`config.mk`:
```
export PLATFORM = sky130hd
export DESIGN_NAME = sum_uart_tx_flat
export DESIGN_NICKNAME = d
export VERILOG_FILES = /design/src/rtl/sum_uart_tx_if.sv /design/src/rtl/sum_uart_tx.sv /design/src/flat_wrapper.sv
export SDC_FILE = /design/constraint.sdc
export NUM_CORES = 1
export LEC_CHECK = 0
export CAP_MARGIN = 20
export CORE_MARGIN = 1.5
export CORE_UTILIZATION = 60
export DETAILED_ROUTE_END_ITERATION = 8
export HOLD_SLACK_MARGIN = 0.12
export PLACE_DENSITY = 0.88
export SLEW_MARGIN = 20
export SYNTH_ARGS = -nofsm -noshare
export SYNTH_HDL_FRONTEND = slang
export SYNTH_SLANG_ARGS = --single-unit
```
`constraint.sdc`:
```
create_clock -name clk -period 3.15 [get_ports clk]
set_input_delay 0.4725 -clock clk [delete_from_list [all_inputs] [get_ports clk]]
set_output_delay 0.4725 -clock clk [all_outputs]
set_load 0.005 [all_outputs]
```
`src/rtl/sum_uart_tx_if.sv`:
```
// Byte handshake between the adder stage (master) and the UART transmitter (slave).
interface sum_uart_tx_if;
    logic [7:0] in_data;
    logic       in_valid;
    logic       in_ready;

    modport master (output in_data, output in_valid, input in_ready);
    modport slave  (input in_data, input in_valid, output in_ready);
endinterface

```
`src/rtl/sum_uart_tx.sv`:
```
// Buffered 8N1 UART transmitter: a small FIFO absorbs adder bursts and an
// IDLE/START/DATA/STOP FSM serializes each byte LSB first onto a registered tx.
module sum_uart_tx #(
    parameter int CLKS_PER_BIT = 4,
    parameter int FIFO_DEPTH   = 4
) (
    input  logic                          clk,
    input  logic                          rst,
    sum_uart_tx_if.slave                  in_if,
    output logic                          tx,
    output logic                          busy,
    output logic [$clog2(FIFO_DEPTH):0]   fifo_count
);
    localparam int AW = $clog2(FIFO_DEPTH);
    localparam int CW = AW + 1;
    localparam logic [15:0]   BAUD_MAX = 16'(CLKS_PER_BIT - 1);
    localparam logic [CW-1:0] FULL_CNT = CW'(FIFO_DEPTH);

    typedef enum logic [1:0] {IDLE, START, DATA, STOP} state_t;

    state_t                         state_q, state_d;
    logic [15:0]                    baud_q, baud_d;
    logic [2:0]                     bit_q, bit_d;
    logic [7:0]                     shift_q, shift_d;
    logic                           tx_q, tx_d;
    logic [AW-1:0]                  wr_ptr_q, wr_ptr_d;
    logic [AW-1:0]                  rd_ptr_q, rd_ptr_d;
    logic [CW-1:0]                  count_q, count_d;
    logic [FIFO_DEPTH-1:0][7:0]     mem_q, mem_d;

    logic push, pop, baud_end, have_data;

    assign in_if.in_ready = (count_q != FULL_CNT);
    assign tx             = tx_q;
    assign busy           = (state_q != IDLE);
    assign fifo_count     = count_q;
    assign have_data      = (count_q != '0);
    assign baud_end       = (baud_q == BAUD_MAX);
    assign push           = in_if.in_valid && in_if.in_ready;

    // Frame sequencing; pop is asserted only when leaving IDLE or at the last STOP cycle.
    always_comb begin
        state_d = state_q;
        baud_d  = baud_q;
        bit_d   = bit_q;
        shift_d = shift_q;
        pop     = 1'b0;
        case (state_q)
            IDLE: begin
                if (have_data) begin
                    pop     = 1'b1;
                    shift_d = mem_q[rd_ptr_q];
                    bit_d   = '0;
                    baud_d  = '0;
                    state_d = START;
                end
            end
            START: begin
                if (baud_end) begin
                    baud_d  = '0;
                    state_d = DATA;
                end else begin
                    baud_d = baud_q + 16'd1;
                end
            end
            DATA: begin
                if (baud_end) begin
                    baud_d  = '0;
                    shift_d = shift_q >> 1;
                    if (bit_q == 3'd7) state_d = STOP;
                    else               bit_d   = bit_q + 3'd1;
                end else begin
                    baud_d = baud_q + 16'd1;
                end
            end
            STOP: begin
                if (baud_end) begin
                    baud_d = '0;
                    if (have_data) begin
                        pop     = 1'b1;
                        shift_d = mem_q[rd_ptr_q];
                        bit_d   = '0;
                        state_d = START;
                    end else begin
                        state_d = IDLE;
                    end
                end else begin
                    baud_d = baud_q + 16'd1;
                end
            end
            default: state_d = IDLE;
        endcase

        // tx follows the next state so the pin is a plain flop output.
        case (state_d)
            START:   tx_d = 1'b0;
            DATA:    tx_d = shift_d[0];
            default: tx_d = 1'b1;
        endcase
    end

    always_comb begin
        mem_d    = mem_q;
        wr_ptr_d = wr_ptr_q;
        rd_ptr_d = rd_ptr_q;
        count_d  = count_q;
        if (push) begin
            mem_d[wr_ptr_q] = in_if.in_data;
            wr_ptr_d        = wr_ptr_q + AW'(1);
        end
        if (pop) rd_ptr_d = rd_ptr_q + AW'(1);
        case ({push, pop})
            2'b10:   count_d = count_q + CW'(1);
            2'b01:   count_d = count_q - CW'(1);
            default: count_d = count_q;
        endcase
    end

    always_ff @(posedge clk or posedge rst) begin
        if (rst) begin
            state_q  <= IDLE;
            baud_q   <= '0;
            bit_q    <= '0;
            shift_q  <= '0;
            tx_q     <= 1'b1;
            wr_ptr_q <= '0;
            rd_ptr_q <= '0;
            count_q  <= '0;
            mem_q    <= '0;
        end else begin
            state_q  <= state_d;
            baud_q   <= baud_d;
            bit_q    <= bit_d;
            shift_q  <= shift_d;
            tx_q     <= tx_d;
            wr_ptr_q <= wr_ptr_d;
            rd_ptr_q <= rd_ptr_d;
            count_q  <= count_d;
            mem_q    <= mem_d;
        end
    end
endmodule

```
`src/flat_wrapper.sv`:
```
// flat-port wrapper written by rule: the top's interface ports become plain ports
module sum_uart_tx_flat 
#(
    parameter int CLKS_PER_BIT = 4,
    parameter int FIFO_DEPTH   = 4
)
  (clk, rst, tx, busy, fifo_count, in_if_in_data, in_if_in_valid, in_if_in_ready);
  sum_uart_tx_if in_if_i ();
  input  logic clk;
  input  logic rst;
  output logic tx;
  output logic busy;
  output logic [$clog2(FIFO_DEPTH):0] fifo_count;
  input wire logic [$bits(in_if_i.in_data)-1:0] in_if_in_data;
  input wire logic [$bits(in_if_i.in_valid)-1:0] in_if_in_valid;
  output wire logic [$bits(in_if_i.in_ready)-1:0] in_if_in_ready;
  assign in_if_i.in_data = in_if_in_data;
  assign in_if_i.in_valid = in_if_in_valid;
  assign in_if_in_ready = in_if_i.in_ready;
  sum_uart_tx #(.CLKS_PER_BIT(CLKS_PER_BIT), .FIFO_DEPTH(FIFO_DEPTH)) u_core (.clk(clk), .rst(rst), .in_if(in_if_i), .tx(tx), .busy(busy), .fifo_count(fifo_count));
endmodule
```
==> results of run 1 <==
cell type report:
type                       count  share of cell area (%)
multi-input combinational    216                    43.7
sequential                    69                    42.6
timing repair buffer          21                    4.88
clock buffer                   9                    3.06
clock inverter                 7                    2.47
tap                           72                    2.22
inverter                      11                    1.02
stage by stage:
stage          cells  cell area (sq um)
2_1_floorplan    303               3570
3_3_place_gp     389               3830
3_5_place_dp     389               3830
4_1_cts          405               4050
5_1_grt          405               4050
6_report         405               4050
power breakdown:
| part | internal [mW] | switching [mW] | leakage [nW] |
|---|---|---|---|
| clock network | 0.450 | 0.363 | 0.113 |
| registers | 1.23 | 0.281 | 0.864 |
| logic | 0.874 | 0.804 | 0.818 |
| total | 2.55 | 1.45 | 1.80 |
cells in the final DEF, fill, tap and decap left out, types with 7 or more instances in the layout:
cell type / count
dfrtp_1: 68
mux2_2: 35
nand2_1: 23
nor2_1: 23
o21ai_0: 20
clkdlybuf4s50_1: 16
ha_1: 14
inv_1: 10
clkbuf_8: 9
mux4_2: 8
a21oi_1: 8
xor2_1: 8
nand3_1: 7
xnor2_1: 7
a22o_1: 7
mux2i_1: 7
per-layer routing:
metal	vias up	track usage, %	share of wire (%)
met3	18	4.89	2.7
met2	51	45.2	53
met1	1245	31.5	41
met5	-	0	0
li1	1144	-	-
met4	0	13.1	2.7
cells by family (layout without fill, tap and decap cells):
group	Yosys count	in the layout	share of synthesized area (%)
and+or+nand+nor	91	91	13.9
muxes	50	50	18.0
DFF	69	69	48.4
xor gates and xnor gates	15	15	3.68
adders and majority gates	15	15	5.47
buffers and inverters	18	48	1.96
AOI/OAI and AO/OA	45	45	8.55
flip-flops by register name, indices dropped and copies added, names as in the netlist:
name / cells
u_core.rd_ptr_q: 2
u_core.tx: 1
u_core.shift_q: 8
u_core.wr_ptr_q: 2
u_core.mem_q: 32
u_core.baud_q: 16
u_core.bit_q: 3
u_core.state_q: 2
u_core.fifo_count: 3
worst paths after layout:
| kind | depth (start not counted) | slack [ns] | endpoint |
|---|---|---|---|
| hold reg to reg | 1 | 0.50 | u_core.shift_q[6] |
| setup reg to reg | 10 | 0.29 | u_core.fifo_count[2] |
| min in group asynchronous | 2 | 0.60 | u_core.shift_q[3] |
| hold / removal | 1 | 0.50 | u_core.shift_q[6] |
| max in group asynchronous | 3 | 1.81 | u_core.baud_q[11] |
| setup / recovery | 10 | 0.29 | u_core.fifo_count[2] |
worst max-delay path, stage by stage (launching register included):
cell and delay (ns):
dfrtp_1 0.44, or3_1 0.37, nor3_1 0.34, a41oi_2 0.23, nor3_2 0.34, ha_1 0.25
inv_1 0.06, fa_1 0.37, xor2_1 0.15, nor2_1 0.11, xor2_1 0.14
==> results.md, run 1 <==
- Outcome: complete, no violations
- Hold Crit Start: u_core.shift_q[6]
- Htree depth: 3
- Syn nets: approximately 330
- Syn avg cell area: 11.8 sq um
- Crit path max fanout: 6
- Fin. Hold Viols: 0
- Seq cells post-synth: 69
- I/O pin count: 17
- Class of the worst hold path: reg2reg
- Max-cap violations: 0
- Fillers: around 390
- Final #Nets: 354
- CTS resizes: 0
- Final Setup Violations: 0
- Count leader, synth: dfrtp_1
- Antenna violations before repair: 0
- Worst Tran Pin Value: ~0.76 ns
- Top cells by area, synth: dfrtp_1 48%, mux2_2 11%, mux4_2 5.0%
- Total power: 4.00 mW
- Gp weighted congestion: slightly above 0.8
- Post-Syn Area: around 0.0036 sq mm
- Wirelength per Cell: around 18 um
- Yosys warns: 0
- Cts bufs inserted: 9
- First-pass GRT wire length: roughly 13000 um
- CTS sink cnt: 69
- Clock Path Buffers: 2
- CP startpoint: u_core.baud_q[8]
- Die height: 80.1 um
- Final hold slack: between 0.5 and 0.6 ns
- Area of the multi-input gates: 0.00177 sq mm
- Fin. max-slew vios: 0
- Synth cell count leaders: 68 x dfrtp_1, 35 x mux2_2, 23 x nand2_1, 23 x nor2_1, 20 x o21ai_0
- CTS clk-pin slew, worst paths: 0.08 ns
- Sequential-to-total area share from yosys stat: 48.4%
- DRT Pass-1 Iters: 4
- Layout cells sized above 1: 23.1%
- Worst vdd ir: ~0.75 mV
- GRT overflow: 0
- Setup ws final: 0.287 ns
- Final min period: 2.86 ns
- Starting Density: between 60 and 70%
- Max transition margin: around 49%
- DIE WIDTH: 80.1 um
- Pin count of the biggest net entering global routing: 38
- Post-CTS Hold Buffers: 0
- Core area: 0.00561 sq mm
- Fmax: roughly 350 MHz
- # diodes: 0
- Initial drt markers: 121
- Clk_lat worst skew: around 0.35 ns
- Drt drc: 0
- Port buffer count: 16
- Area share of the largest cell type after synthesis: a little under half
- Critical Path Source Type: flop
- TritonCTS clock tree: done
- Worst setup path class: reg2reg
- DR vias: 2458
- Vias in the first global route: roughly 2600
- Clock skew: 0.0103 ns
- Critical Path End Type: flop
- Post-DP HPWL: about 5000 um
- Fin crit share: 90.9%
- Post-CTS Setup Bufs: 0
- Post-synth ARST share: between 90% and 100%
- Dpl ws: approximately 0.36 ns
- RSZ-0062 raised after global routing: false
- Reg area: approximately 0.0017 sq mm
- Leakage power: 1.80 nW
- Worst path required time: 3.43 ns
- Final Util: between 70% and 80%
- Clock root buffer: clkbuf_8
- Primary FF master, synth: dfrtp_1
- Final wirelength: between 7000 and 8000 um
- Die area: 0.00642 sq mm
- Drt via density: 6.07
- Setup tns final: 0 ns
- WP data arrival: 3.14 ns
- Yosys cell types: 50
- Antenna-violating nets left: 0
- Post-synth EDFFs: 0
- Yosys top cell by area: dfrtp_1
- Power density over the cells: a little under 1000 mW/mm^2
- Post-Synthesis Cells: a little over 300
- Total track usage: between 20% and 30%
- Standard-cell row count: 27
- Area delta synth->final: 13.5%
- Worst r2r src: u_core.baud_q[8]
(Power assumes the default switching activity.)
==> run 2: changes to the inputs <==
Settings changed: CORE_UTILIZATION 60 to 55, PLACE_DENSITY 0.88 to 0.83.
Clock period 3.15 ns to 3 ns, I/O delays scaled along.
==> results.md, run 2 (synthesis gave the netlist of run 1 again) <==
- DRT Pass-1 Iters: 4 (unchanged)
- Power density over the cells: 1020 mW/mm^2 (+3.5%)
- Antenna-violating nets left: 0 (unchanged)
- Fillers: 468 (+19%)
- Clock Path Buffers: 2 (unchanged)
- Layout cells sized above 1: 23.2% (+0.070 points)
- Core area: 0.00631 sq mm (+13%)
- Worst vdd ir: 0.719 mV (-3.7%)
- Starting Density: 56.6% (-7.1 points)
- Clk_lat worst skew: 0.36 ns (about the same)
- Most frequent cells in the layout: 68 x dfrtp_1, 35 x mux2_2, 23 x nand2_1, 23 x nor2_1, 20 x o21ai_0
- Worst setup path class: reg2reg
- Worst path required time: 3.28 ns (-0.15 ns)
- Post-CTS Setup Bufs: 0 (unchanged)
- Final wirelength: 6610 um (-9.4%)
- Pin count of the biggest net entering global routing: 70 (+84%)
- CTS sink cnt: 69 (unchanged)
- Critical Path End Type: flop
- Final Setup Violations: 0 (unchanged)
- I/O pin count: 17 (unchanged)
- Gp weighted congestion: 0.840 (+2.1%)
- RSZ-0062 raised after global routing: false
- Worst r2r src: u_core.baud_q[5]
- CTS clk-pin slew, worst paths: 0.08 ns (about the same)
- Max transition margin: 51.6% (+2.5 points)
- Final min period: 2.74 ns (-0.124 ns)
- Antenna violations before repair: 0 (unchanged)
- Reg area: 0.00173 sq mm (unchanged)
- Fin. Hold Viols: 0 (unchanged)
- Max reg flops: 32 (unchanged)
- Standard-cell row count: 29 (+7.4%)
- Setup ws final: 0.261 ns (-0.0263 ns)
- Total track usage: 21.2% (-5.1 points)
- Vias in the first global route: 2509 (-4.2%)
- Max-cap violations: 0 (unchanged)
- Post-DP HPWL: 4500 um (-8.8%)
- Final #Nets: 353 (-0.28%)
- Most common cell after layout, fill and taps aside: dfrtp_1
- Worst Tran Pin Value: 0.721 ns (-0.0408 ns)
- DIE WIDTH: 83.6 um (+4.3%)
- Critical Path Source Type: flop
- Fin. max-slew vios: 0 (unchanged)
- Die height: 83.6 um (+4.3%)
- Worst R2R End: u_core.fifo_count[2]
- Area delta synth->final: 14.6%
- Setup tns final: 0 ns (unchanged)
- Htree depth: 3 (unchanged)
- Drt via density: 5.84 (-3.8%)
- Drt drc: 0 (unchanged)
- Leakage power: 1.80 nW (+0.35%)
- Top reg by flops: u_core.mem_q
- R2R depth: 10 (unchanged)
- Clock skew: 0.00848 ns (-0.00178 ns)
- Dpl ws: 0.222 ns (-0.141 ns)
- Initial drt markers: 122 (+0.83%)
- Cts bufs inserted: 9 (unchanged)
- Port buffer count: 16 (unchanged)
- DR vias: 2388 (-2.8%)
- CTS resizes: 0 (unchanged)
- Class of the worst hold path: in2async
- Fin crit share: 91.3% (+0.42 points)
- TritonCTS clock tree: done
- Die area: 0.00698 sq mm (+8.7%)
- Fmax: 365 MHz (+4.5%)
- # diodes: 0 (unchanged)
- First-pass GRT wire length: 11600 um (-7.7%)
- WP data arrival: 3.02 ns (-0.12 ns)
- Clock root buffer: clkbuf_8
- Wirelength per Cell: 16.2 um (-10%)
- Total power: 4.18 mW (+4.4%)
- Area of the multi-input gates: 0.00179 sq mm (+1.1%)
- Crit path max fanout: 5 (-1)
- GRT overflow: 0 (unchanged)
- Outcome: complete, no violations
- R2R setup slack: 0.26 ns (-0.03 ns)
- Post-CTS Hold Buffers: 0 (unchanged)
- Top Registers: u_core.mem_q: 32 flops, u_core.baud_q: 16 flops, u_core.shift_q: 8 flops
run 2: critical path, cell delays in order (launching register included):
cell	delay, ns
dfrtp_1	0.41
or4_4	0.54
and2b_2	0.25
a41oi_2	0.17
nor3_4	0.21
ha_1	0.21
inv_1	0.06
fa_1	0.37
xor2_1	0.16
nor2_1	0.13
xor2_1	0.15
run 2: worst max-delay path by stage:
stage / end / cells after the start / startpoint
after floorplan: u_core.fifo_count[2] / 10 / u_core.baud_q[5]
after global placement: u_core.fifo_count[2] / 11 / u_core.baud_q[0]
after detailed placement: u_core.fifo_count[2] / 11 / u_core.baud_q[0]
after CTS: u_core.fifo_count[2] / 11 / u_core.baud_q[0]
after global routing: u_core.fifo_count[2] / 10 / u_core.baud_q[7]
final: u_core.fifo_count[2] / 10 / u_core.baud_q[5]
run 2: final cells by class:
cell class / instances / share of cell area, %
inverter: 11 / 1.01
tap: 77 / 2.35
clock buffer: 9 / 3.03
multi-input combinational: 216 / 43.8
timing repair buffer: 20 / 4.95
sequential: 69 / 42.2
clock inverter: 7 / 2.60
run 2: power by group:
group	total [mW]	internal, mW	leakage [nW]	switching (mW)
Clock	0.863	0.480	0.116	0.383
Combinational	1.75	0.926	0.821	0.827
Sequential	1.56	1.29	0.864	0.272
Total	4.18	2.69	1.80	1.48
run 2: metrics by stage:
stage	utilization (%)	cells	hold WS [ns]	cell area, sq um
6_report	64.8	409	0.477	4090
5_1_grt	64.8	409	0.523	4090
4_1_cts	64.5	409	0.490	4070
3_5_place_dp	60.8	393	0.481	3840
3_3_place_gp	60.8	393	0.480	3840
2_1_floorplan	-	303	0.460	3570
run 2: layer usage:
layer	routed length (um)	track usage, %	vias up
li1	-	-	1149
met1	2910	26.0	1189
met2	3370	35.5	38
met3	225	5.93	12
met4	109	8.35	0
met5	0	0	-
